[src/rtl/rename_map_pkg.sv]
// Shared rename-stage types: sizing constants, rename FSM states and the renamed-uop record.
package rename_map_pkg;

  localparam int ARCH = 32;
  localparam int PHYS = 64;
  localparam int AW   = $clog2(ARCH);
  localparam int PW   = $clog2(PHYS);

  typedef enum logic {
    IDLE,
    RECLAIM
  } state_e;

  typedef struct packed {
    logic [PW-1:0] prs1;
    logic [PW-1:0] prs2;
    logic [PW-1:0] prd;
    logic [PW-1:0] old_prd;
    logic          rd_we;
  } ren_uop_t;

endpackage

[src/rtl/rename_map_lsb_find.sv]
// Lowest-set-bit finder: index of the least significant 1 in vec, plus an any-bit-set flag.
module lsb_find #(
  parameter  int W  = 64,
  localparam int IW = $clog2(W)
) (
  input  logic [W-1:0]  vec,
  output logic [IW-1:0] idx,
  output logic          any
);

  always_comb begin
    idx = '0;
    any = |vec;
    // Scanning downward lets the lowest set bit overwrite any higher one.
    for (int i = W - 1; i >= 0; i--) begin
      if (vec[i]) idx = IW'(i);
    end
  end

endmodule

[src/rtl/rename_map.sv]
// Register-rename stage: speculative/retirement RATs, free-list handshake and
// post-flush reclamation of squashed physical registers, one per cycle.
module rename_map
  import rename_map_pkg::*;
(
  input  logic          clk,
  input  logic          rst_n,
  input  logic          ren_valid,
  output logic          ren_ready,
  input  logic [AW-1:0] ren_rs1,
  input  logic [AW-1:0] ren_rs2,
  input  logic [AW-1:0] ren_rd,
  input  logic          ren_rd_we,
  output logic          out_valid,
  input  logic          out_ready,
  output logic [PW-1:0] out_prs1,
  output logic [PW-1:0] out_prs2,
  output logic [PW-1:0] out_prd,
  output logic [PW-1:0] out_old_prd,
  output logic          out_rd_we,
  output logic          fl_alloc,
  input  logic          fl_alloc_ok,
  input  logic [PW-1:0] fl_prd,
  output logic          fl_free_en,
  output logic [PW-1:0] fl_prd_free,
  input  logic          cmt_valid,
  input  logic          cmt_rd_we,
  input  logic [AW-1:0] cmt_rd,
  input  logic [PW-1:0] cmt_prd,
  input  logic [PW-1:0] cmt_old_prd,
  input  logic          flush,
  output logic          busy
);

  state_e          state, state_nx;
  logic [PW-1:0]   spec_rat [ARCH];
  logic [PW-1:0]   arch_rat [ARCH];
  logic [PHYS-1:0] inflight;

  ren_uop_t        uop_p0, uop_p1;
  logic            vld_p1;

  logic            idle, need, fire, cmt_we, do_flush, reclaim;
  logic [PW-1:0]   rcl_idx;
  logic            rcl_any;

  lsb_find #(.W(PHYS)) u_lsb (
    .vec (inflight),
    .idx (rcl_idx),
    .any (rcl_any)
  );

  always_comb begin
    idle      = (state == IDLE);
    need      = ren_rd_we && (ren_rd != '0);
    ren_ready = idle && !flush && (!vld_p1 || out_ready) && (!need || fl_alloc_ok);
    fire      = ren_valid && ren_ready;
    fl_alloc  = fire && need;
    // Commits are only legal in IDLE, which keeps the free-list push port single-sourced.
    cmt_we    = idle && cmt_valid && cmt_rd_we;
    do_flush  = idle && flush;
    reclaim   = (state == RECLAIM) && rcl_any;
    busy      = (state == RECLAIM);

    fl_free_en  = cmt_we || reclaim;
    fl_prd_free = '0;
    if (cmt_we)       fl_prd_free = cmt_old_prd;
    else if (reclaim) fl_prd_free = rcl_idx;
  end

  always_comb begin
    state_nx = state;
    unique case (state)
      IDLE:    if (flush) state_nx = RECLAIM;
      RECLAIM: if (!rcl_any) state_nx = IDLE;
      default: state_nx = IDLE;
    endcase
  end

  // Stage p0: source lookups read the RAT before this cycle's dest update.
  always_comb begin
    uop_p0.prs1    = spec_rat[ren_rs1];
    uop_p0.prs2    = spec_rat[ren_rs2];
    uop_p0.old_prd = spec_rat[ren_rd];
    uop_p0.prd     = need ? fl_prd : '0;
    uop_p0.rd_we   = need;
  end

  always_ff @(posedge clk or negedge rst_n) begin
    if (!rst_n) begin
      state    <= IDLE;
      inflight <= '0;
    end else begin
      state <= state_nx;
      if (cmt_we)   inflight[cmt_prd] <= 1'b0;
      if (fl_alloc) inflight[fl_prd]  <= 1'b1;
      if (reclaim)  inflight[rcl_idx] <= 1'b0;
    end
  end

  always_ff @(posedge clk or negedge rst_n) begin
    if (!rst_n) begin
      for (int i = 0; i < ARCH; i++) begin
        spec_rat[i] <= PW'(i);
        arch_rat[i] <= PW'(i);
      end
    end else begin
      if (cmt_we && (cmt_rd != '0)) arch_rat[cmt_rd] <= cmt_prd;
      if (do_flush) begin
        // Restore from the retirement RAT including a commit retiring this same cycle.
        for (int i = 0; i < ARCH; i++) begin
          spec_rat[i] <= (cmt_we && (cmt_rd == AW'(i)) && (i != 0)) ? cmt_prd : arch_rat[i];
        end
      end else if (fl_alloc) begin
        spec_rat[ren_rd] <= fl_prd;
      end
    end
  end

  // Stage p1: registered renamed uop, held until the consumer accepts it.
  always_ff @(posedge clk or negedge rst_n) begin
    if (!rst_n) begin
      vld_p1 <= 1'b0;
      uop_p1 <= '0;
    end else begin
      if (do_flush)       vld_p1 <= 1'b0;
      else if (fire)      vld_p1 <= 1'b1;
      else if (out_ready) vld_p1 <= 1'b0;
      if (fire) uop_p1 <= uop_p0;
    end
  end

  assign out_valid   = vld_p1;
  assign out_prs1    = uop_p1.prs1;
  assign out_prs2    = uop_p1.prs2;
  assign out_prd     = uop_p1.prd;
  assign out_old_prd = uop_p1.old_prd;
  assign out_rd_we   = uop_p1.rd_we;

  a_no_cmt_in_reclaim: assert property (
    @(posedge clk) disable iff (!rst_n) (state == RECLAIM) |-> !cmt_valid
  );

endmodule

[config.mk]
export PLATFORM = sky130hd
export DESIGN_NAME = rename_map
export DESIGN_NICKNAME = d
export VERILOG_FILES = /design/src/rtl/rename_map_pkg.sv /design/src/rtl/rename_map_lsb_find.sv /design/src/rtl/rename_map.sv
export SDC_FILE = /design/constraint.sdc
export NUM_CORES = 1
export LEC_CHECK = 0
export ABC_AREA = 1
export CAP_MARGIN = 20
export CORE_ASPECT_RATIO = 1.5
export CORE_UTILIZATION = 59
export CTS_CLUSTER_DIAMETER = 40
export DETAILED_ROUTE_END_ITERATION = 10
export PLACE_DENSITY = 0.77
export SYNTH_ARGS = -nofsm -noshare
export SYNTH_HDL_FRONTEND = slang
export SYNTH_SLANG_ARGS = --single-unit
export TNS_END_PERCENT = 10
[constraint.sdc]
create_clock -name clk -period 4.7 [get_ports clk]
set_input_delay 0.94 -clock clk [delete_from_list [all_inputs] [get_ports clk]]
set_output_delay 0.94 -clock clk [all_outputs]
set_load 0.05 [all_outputs]
==> impl_metrics.yaml, run 1 <==
sta:
  tns_ns: -0.781
  setup_viol: 1
  setup_slack_ns: -0.781
  maxSlewHeadroom: 0.227
  final-hold-violation-count: 0
  rsz0062_at_grt: "true"
  fin_crit_sh: 1.17
  tightest_slew_ns: 1.15
  skew_ns: 0.0173
  fmax_mhz: 182
  min_period_ns: 5.48
  fin_worst_hold_slack_ns: 0.381
  slew_viol_final: 0
global_routing:
  antenna_found_initial: 5
  grt_max_degree: 193
  grt_pass1_vias: 26000
  grt_overflow: 0
  grt_usage: 0.463
  grt_pass1_wl_um: 157000
setup_path:
  required_ns: 3.76
  start_kind: "flip-flop"
  critPathSlowestCell: "dfrtp_1"
  cpMostUsedCell: "nand2_1"
  cp_slowest_stage_delay_ns: 0.38
  worstSetupPathType: "flip-flop to output port"
  worstSetupEndpointType: "output port"
  arrival_ns: 4.54
  crit_fanout: 2
placed_design:
  dp.final_hpwl_um: 71800
  dp_slack_ns: -0.162
  port-buffer-count: 82
  place_congestion: 1.02
pwr:
  finalPower_mw: 17.5
  power_leakage_nw: 12.9
  powerDensity_nw_per_um2: 587
  ir_drop_mv: 0.443
route:
  first_pass_iters: 7
  first_iter_violations: 3480
  postRouteWirelength_um: 106000
  routedWlPerCell_um: 26.2
  drc: 0
  vias_per_cell: 6.62
  antenna_left: 0
  vias: 26700
synthesis:
  yosys-top-cells-area: "dfrtp_1, dfstp_2, o21ai_0"
  syn-num-nets: 3461
  ys.flop_type: "dfrtp_1"
  netlist_area_um2: 26300
  avgSynthCellArea_um2: 7.70
  netlist_instances: 3414
  synth_edf_count: 0
  synth_common_cells: "nand2_1, o21ai_0, inv_1"
  synth_cell_types: 40
  ys_ff_latch: 475
  seq_area_frac_synth: 0.460
  yosysTopAreaCell: "dfrtp_1"
  synth_top_area_share: 0.300
  yosys_warnings: 0
  async_flop_share: 1.00
  post-synth-top-count-cell: "nand2_1"
layout:
  fin_nets: 3459
  syn2layout_area_growth_pct: 13.0
  drive_gt1_frac: 0.124
clock_network:
  clk_latency_ns: 0.60
  cts_root_buf: "clkbuf_16"
  hold_buffers: 0
  cts.sinks: 475
  path_clk_slew_ns: 0.07
  ctsHtreeMaxLevel: 2
  tritoncts: "built"
  numCtsBuffers: 52
  clock_path_buffers: 3
status:
  outcome: "finished with violations"
  violations: "setup timing"
floorplanning:
  rows: 94
  start_util: 0.600
  dieArea_um2: 45400
  core_um2: 43900
  die_w_um: 174
  io_pins: 83
  fp.dieH_um: 261
worst_hold_path:
  hold_class: "flip-flop to flip-flop"
job:
  maxCapViolCount: 0
-- state kept, by name (all words and copies together), names as in the netlist --
signal and flops:
spec_rat 192, inflight 64, out_prs2 6, out_rd_we 1, out_prs1 6, arch_rat 192
busy 1, out_valid 1, out_prd 6, out_old_prd 6
-- path summary, 6_finish.rpt --
| path | from | end | slack [ns] | cells after the start |
|---|---|---|---|---|
| min in group asynchronous | rst_n | inflight[13]$_DFF_PN0_ | 0.47 | 1 |
| worst min register to register | arch_rat[188]$_DFFE_PN0P_ | arch_rat[188]$_DFFE_PN0P_ | 0.38 | 0 |
| worst max register to register | inflight[63]$_DFF_PN0_ | inflight[16]$_DFF_PN0_ | 0.25 | 67 |
| worst max-delay path | inflight[62]$_DFF_PN0_ | fl_prd_free[0] | -0.78 | 66 |
| worst min-delay path | arch_rat[188]$_DFFE_PN0P_ | arch_rat[188]$_DFFE_PN0P_ | 0.38 | 0 |
| max in group asynchronous | rst_n | arch_rat[31]$_DFFE_PN1P_ | 3.10 | 2 |
-- metrics by stage --
| stage | util | instances | cell area, um2 |
|---|---|---|---|
| floorplan | - | 3414 | 26300 |
| global placement | 0.636 | 3932 | 27900 |
| detailed placement | 0.636 | 3932 | 27900 |
| CTS | 0.676 | 4028 | 29700 |
| global route | 0.677 | 4030 | 29700 |
| finish | 0.678 | 4034 | 29700 |
-- area by class of cell --
cell class              instances  area (um2)
diodes                          4        10.0
clock buffers                  66        1470
clock inverters                30         282
fillers                      3520       14100
inverters                     401        1510
multi-input cells            2307       11900
flip-flops and latches        475       12100
well taps                     576         721
repair buffers                175        1750
-- power breakdown --
| part | internal, mW | switching [mW] | total [mW] |
|---|---|---|---|
| sequential | 5.31 | 0.653 | 5.96 |
| clock | 2.32 | 1.87 | 4.19 |
| combinational | 2.05 | 5.26 | 7.30 |
-- worst max-delay path: cells and delay by family, from the launching register on --
kind,cells,cell delay [ns]
compound gates,1,0.17
buf+inv,2,0.20
flops,1,0.38
simple gates,63,3.19
-- cell families after synthesis --
logic type | count (synthesis) | share of synthesized area
AO/OA/AOI/OAI | 1200 | 0.264
flip-flops | 475 | 0.460
buffers and inverters | 632 | 0.0915
AND/OR/NAND/NOR | 1056 | 0.163
multiplexers | 51 | 0.0218
-- routing by layer --
layer	routed length (um)	GRT usage
met1	36400	0.539
met5	65	0
met4	10100	0.379
met2	47900	0.735
met3	11000	0.102
-- layout by cell type, fill, tap and decap left out, types with 62 or more instances in the layout --
master	n
a22oi_1	66
o221ai_1	62
nor2_1	159
o21ai_0	585
dfrtp_1	315
nand3_1	120
inv_1	388
buf_4	77
dfstp_2	160
nand2_1	685
a21oi_1	313
clkdlybuf4s50_1	72
-- timing repair --
action,4_1_cts,5_1_grt
endpoints found under the setup margin,3,66
buffers inserted,0,1
gates cloned,0,0
gates resized for setup,3,19
pin swaps,0,3
Note: power is estimated with default switching activity, not from simulation.
==> run 2: changes to the inputs <==
Settings changed: ABC_CLOCK_PERIOD_IN_PS set to 4700, CTS_CLUSTER_DIAMETER 40 to not set, SKIP_LAST_GASP set to 1.
==> impl_metrics.yaml, run 2 (synthesis results as in run 1) <==
pwr:
  power_leakage_nw: 12.8
  finalPower_mw: 17.2
  powerDensity_nw_per_um2: 582
  ir_drop_mv: 0.445
route:
  vias: 26700
  antenna_left: 0
  met1_length_um: 37200
  top_layer: "met5"
  drc: 0
  first_iter_violations: 3436
  routedWlPerCell_um: 26.2
  first_pass_iters: 6
  route.met3.wl_um: 10700
  postRouteWirelength_um: 105000
  wl_met2_um: 47900
  vias_per_cell: 6.66
floorplanning:
  fp.dieH_um: 261
  io_pins: 83
  dieArea_um2: 45400
  start_util: 0.600
  die_w_um: 174
  core_um2: 43900
  rows: 94
global_routing:
  grt_usage: 0.462
  grt_overflow: 0
  grt_max_degree: 193
  grt_pass1_wl_um: 157000
  antenna_found_initial: 4
  grt_pass1_vias: 25800
placed_design:
  port-buffer-count: 82
  place_inst: 3932
  dp.final_hpwl_um: 71800
  place_congestion: 1.02
sta:
  tightest_slew_ns: 1.17
  fmax_mhz: 183
  fin_crit_sh: 1.16
  skew_ns: 0.0201
  setup_slack_ns: -0.759
  rsz0062_at_grt: "true"
  final-hold-violation-count: 0
  tns_ns: -0.759
  setup_viol: 1
  min_period_ns: 5.46
  fin_worst_hold_slack_ns: 0.382
  maxSlewHeadroom: 0.217
  slew_viol_final: 0
clock_network:
  cts.sinks: 475
  tritoncts: "built"
  cts_root_buf: "clkbuf_16"
  clock_path_buffers: 3
  ctsHtreeMaxLevel: 2
  hold_buffers: 0
  path_clk_slew_ns: 0.06
  numCtsBuffers: 45
  clk_latency_ns: 0.58
setup_path:
  arrival_ns: 4.52
  cp_slowest_stage_delay_ns: 0.37
  worstSetupEndpointType: "output port"
  crit_fanout: 2
  cpMostUsedCell: "nand2_1"
  start_kind: "flip-flop"
  critPathSlowestCell: "dfrtp_1"
  worstSetupPathType: "flip-flop to output port"
  required_ns: 3.76
worst_hold_path:
  hold_class: "flip-flop to flip-flop"
layout:
  drive_gt1_frac: 0.120
  final_cell_mix: "nand2_1, o21ai_0, inv_1, dfrtp_1, a21oi_1"
  syn2layout_area_growth_pct: 12.2
  final_common_cell: "nand2_1"
  top_regs: "arch_rat: 192 flops, spec_rat: 192 flops, inflight: 64 flops"
  post-route-util: 0.673
  fin_nets: 3451
  stdcell_count: 4018
status:
  outcome: "finished with violations"
  violations: "setup timing"
job:
  maxCapViolCount: 0
## run 2: cell types whose count changed in the layout (fill, tap and decap cells not counted), sizes merged
cell and change:
inv -6, buf -1, clkbuf -3, diode -2, clkinv -7, bufinv +3
## run 2: final timing paths
check / start / endpoint / slack, ns / cells after the start
max: inflight[62]$_DFF_PN0_ / fl_prd_free[0] / -0.76 / 66
min in group asynchronous: rst_n / inflight[13]$_DFF_PN0_ / 0.51 / 1
min reg2reg: arch_rat[188]$_DFFE_PN0P_ / arch_rat[188]$_DFFE_PN0P_ / 0.38 / 0
min: arch_rat[188]$_DFFE_PN0P_ / arch_rat[188]$_DFFE_PN0P_ / 0.38 / 0
max in group asynchronous: rst_n / spec_rat[16]$_DFFE_PN1P_ / 3.04 / 2
max reg2reg: inflight[63]$_DFF_PN0_ / inflight[4]$_DFF_PN0_ / 0.16 / 67
## run 2: worst max-delay path, delay by kind of cell, from the launching register on
kind	cells	cell delay, ns
and+or+nand+nor	63	3.17
DFF	1	0.37
buffers and inverters	2	0.20
AOI/OAI and AO/OA	1	0.17
## run 2: power by group
group / internal (mW) / total (mW) / switching [mW]
combinational: 2.05 / 7.30 / 5.26
sequential: 5.30 / 5.96 / 0.652
clock: 2.22 / 3.92 / 1.70
## run 2: layout make-up
cell class              count  area [um2]
fillers                  3558       14400
flip-flops and latches    475       12100
multi-input cells        2307       11900
repair buffers            174        1750
inverters                 401        1510
clock buffers              63        1340
well taps                 576         721
clock inverters            20         223
diodes                      2        5.00
## run 2: metrics by stage
step                      worst slack [ns]  cell area [um2]
after global placement              -0.243            27900
after floorplan                     0.0491            26300
after CTS                           -0.768            29500
after global routing                 -1.39            29500
final                               -0.759            29500
after detailed placement            -0.162            27900
## run 2: routing by layer
| metal | up-vias | GRT usage |
|---|---|---|
| met4 | 6 | 0.359 |
| met5 | - | 0 |
| met2 | 1832 | 0.735 |
| met3 | 534 | 0.0915 |
| li1 | 11600 | - |
| met1 | 12700 | 0.551 |
## run 2: repair_timing
item,4_1_cts,5_1_grt
setup endpoints to repair,3,66
pin swaps,0,3
resized for setup,1,17
buffers inserted,0,1
gates cloned,0,0
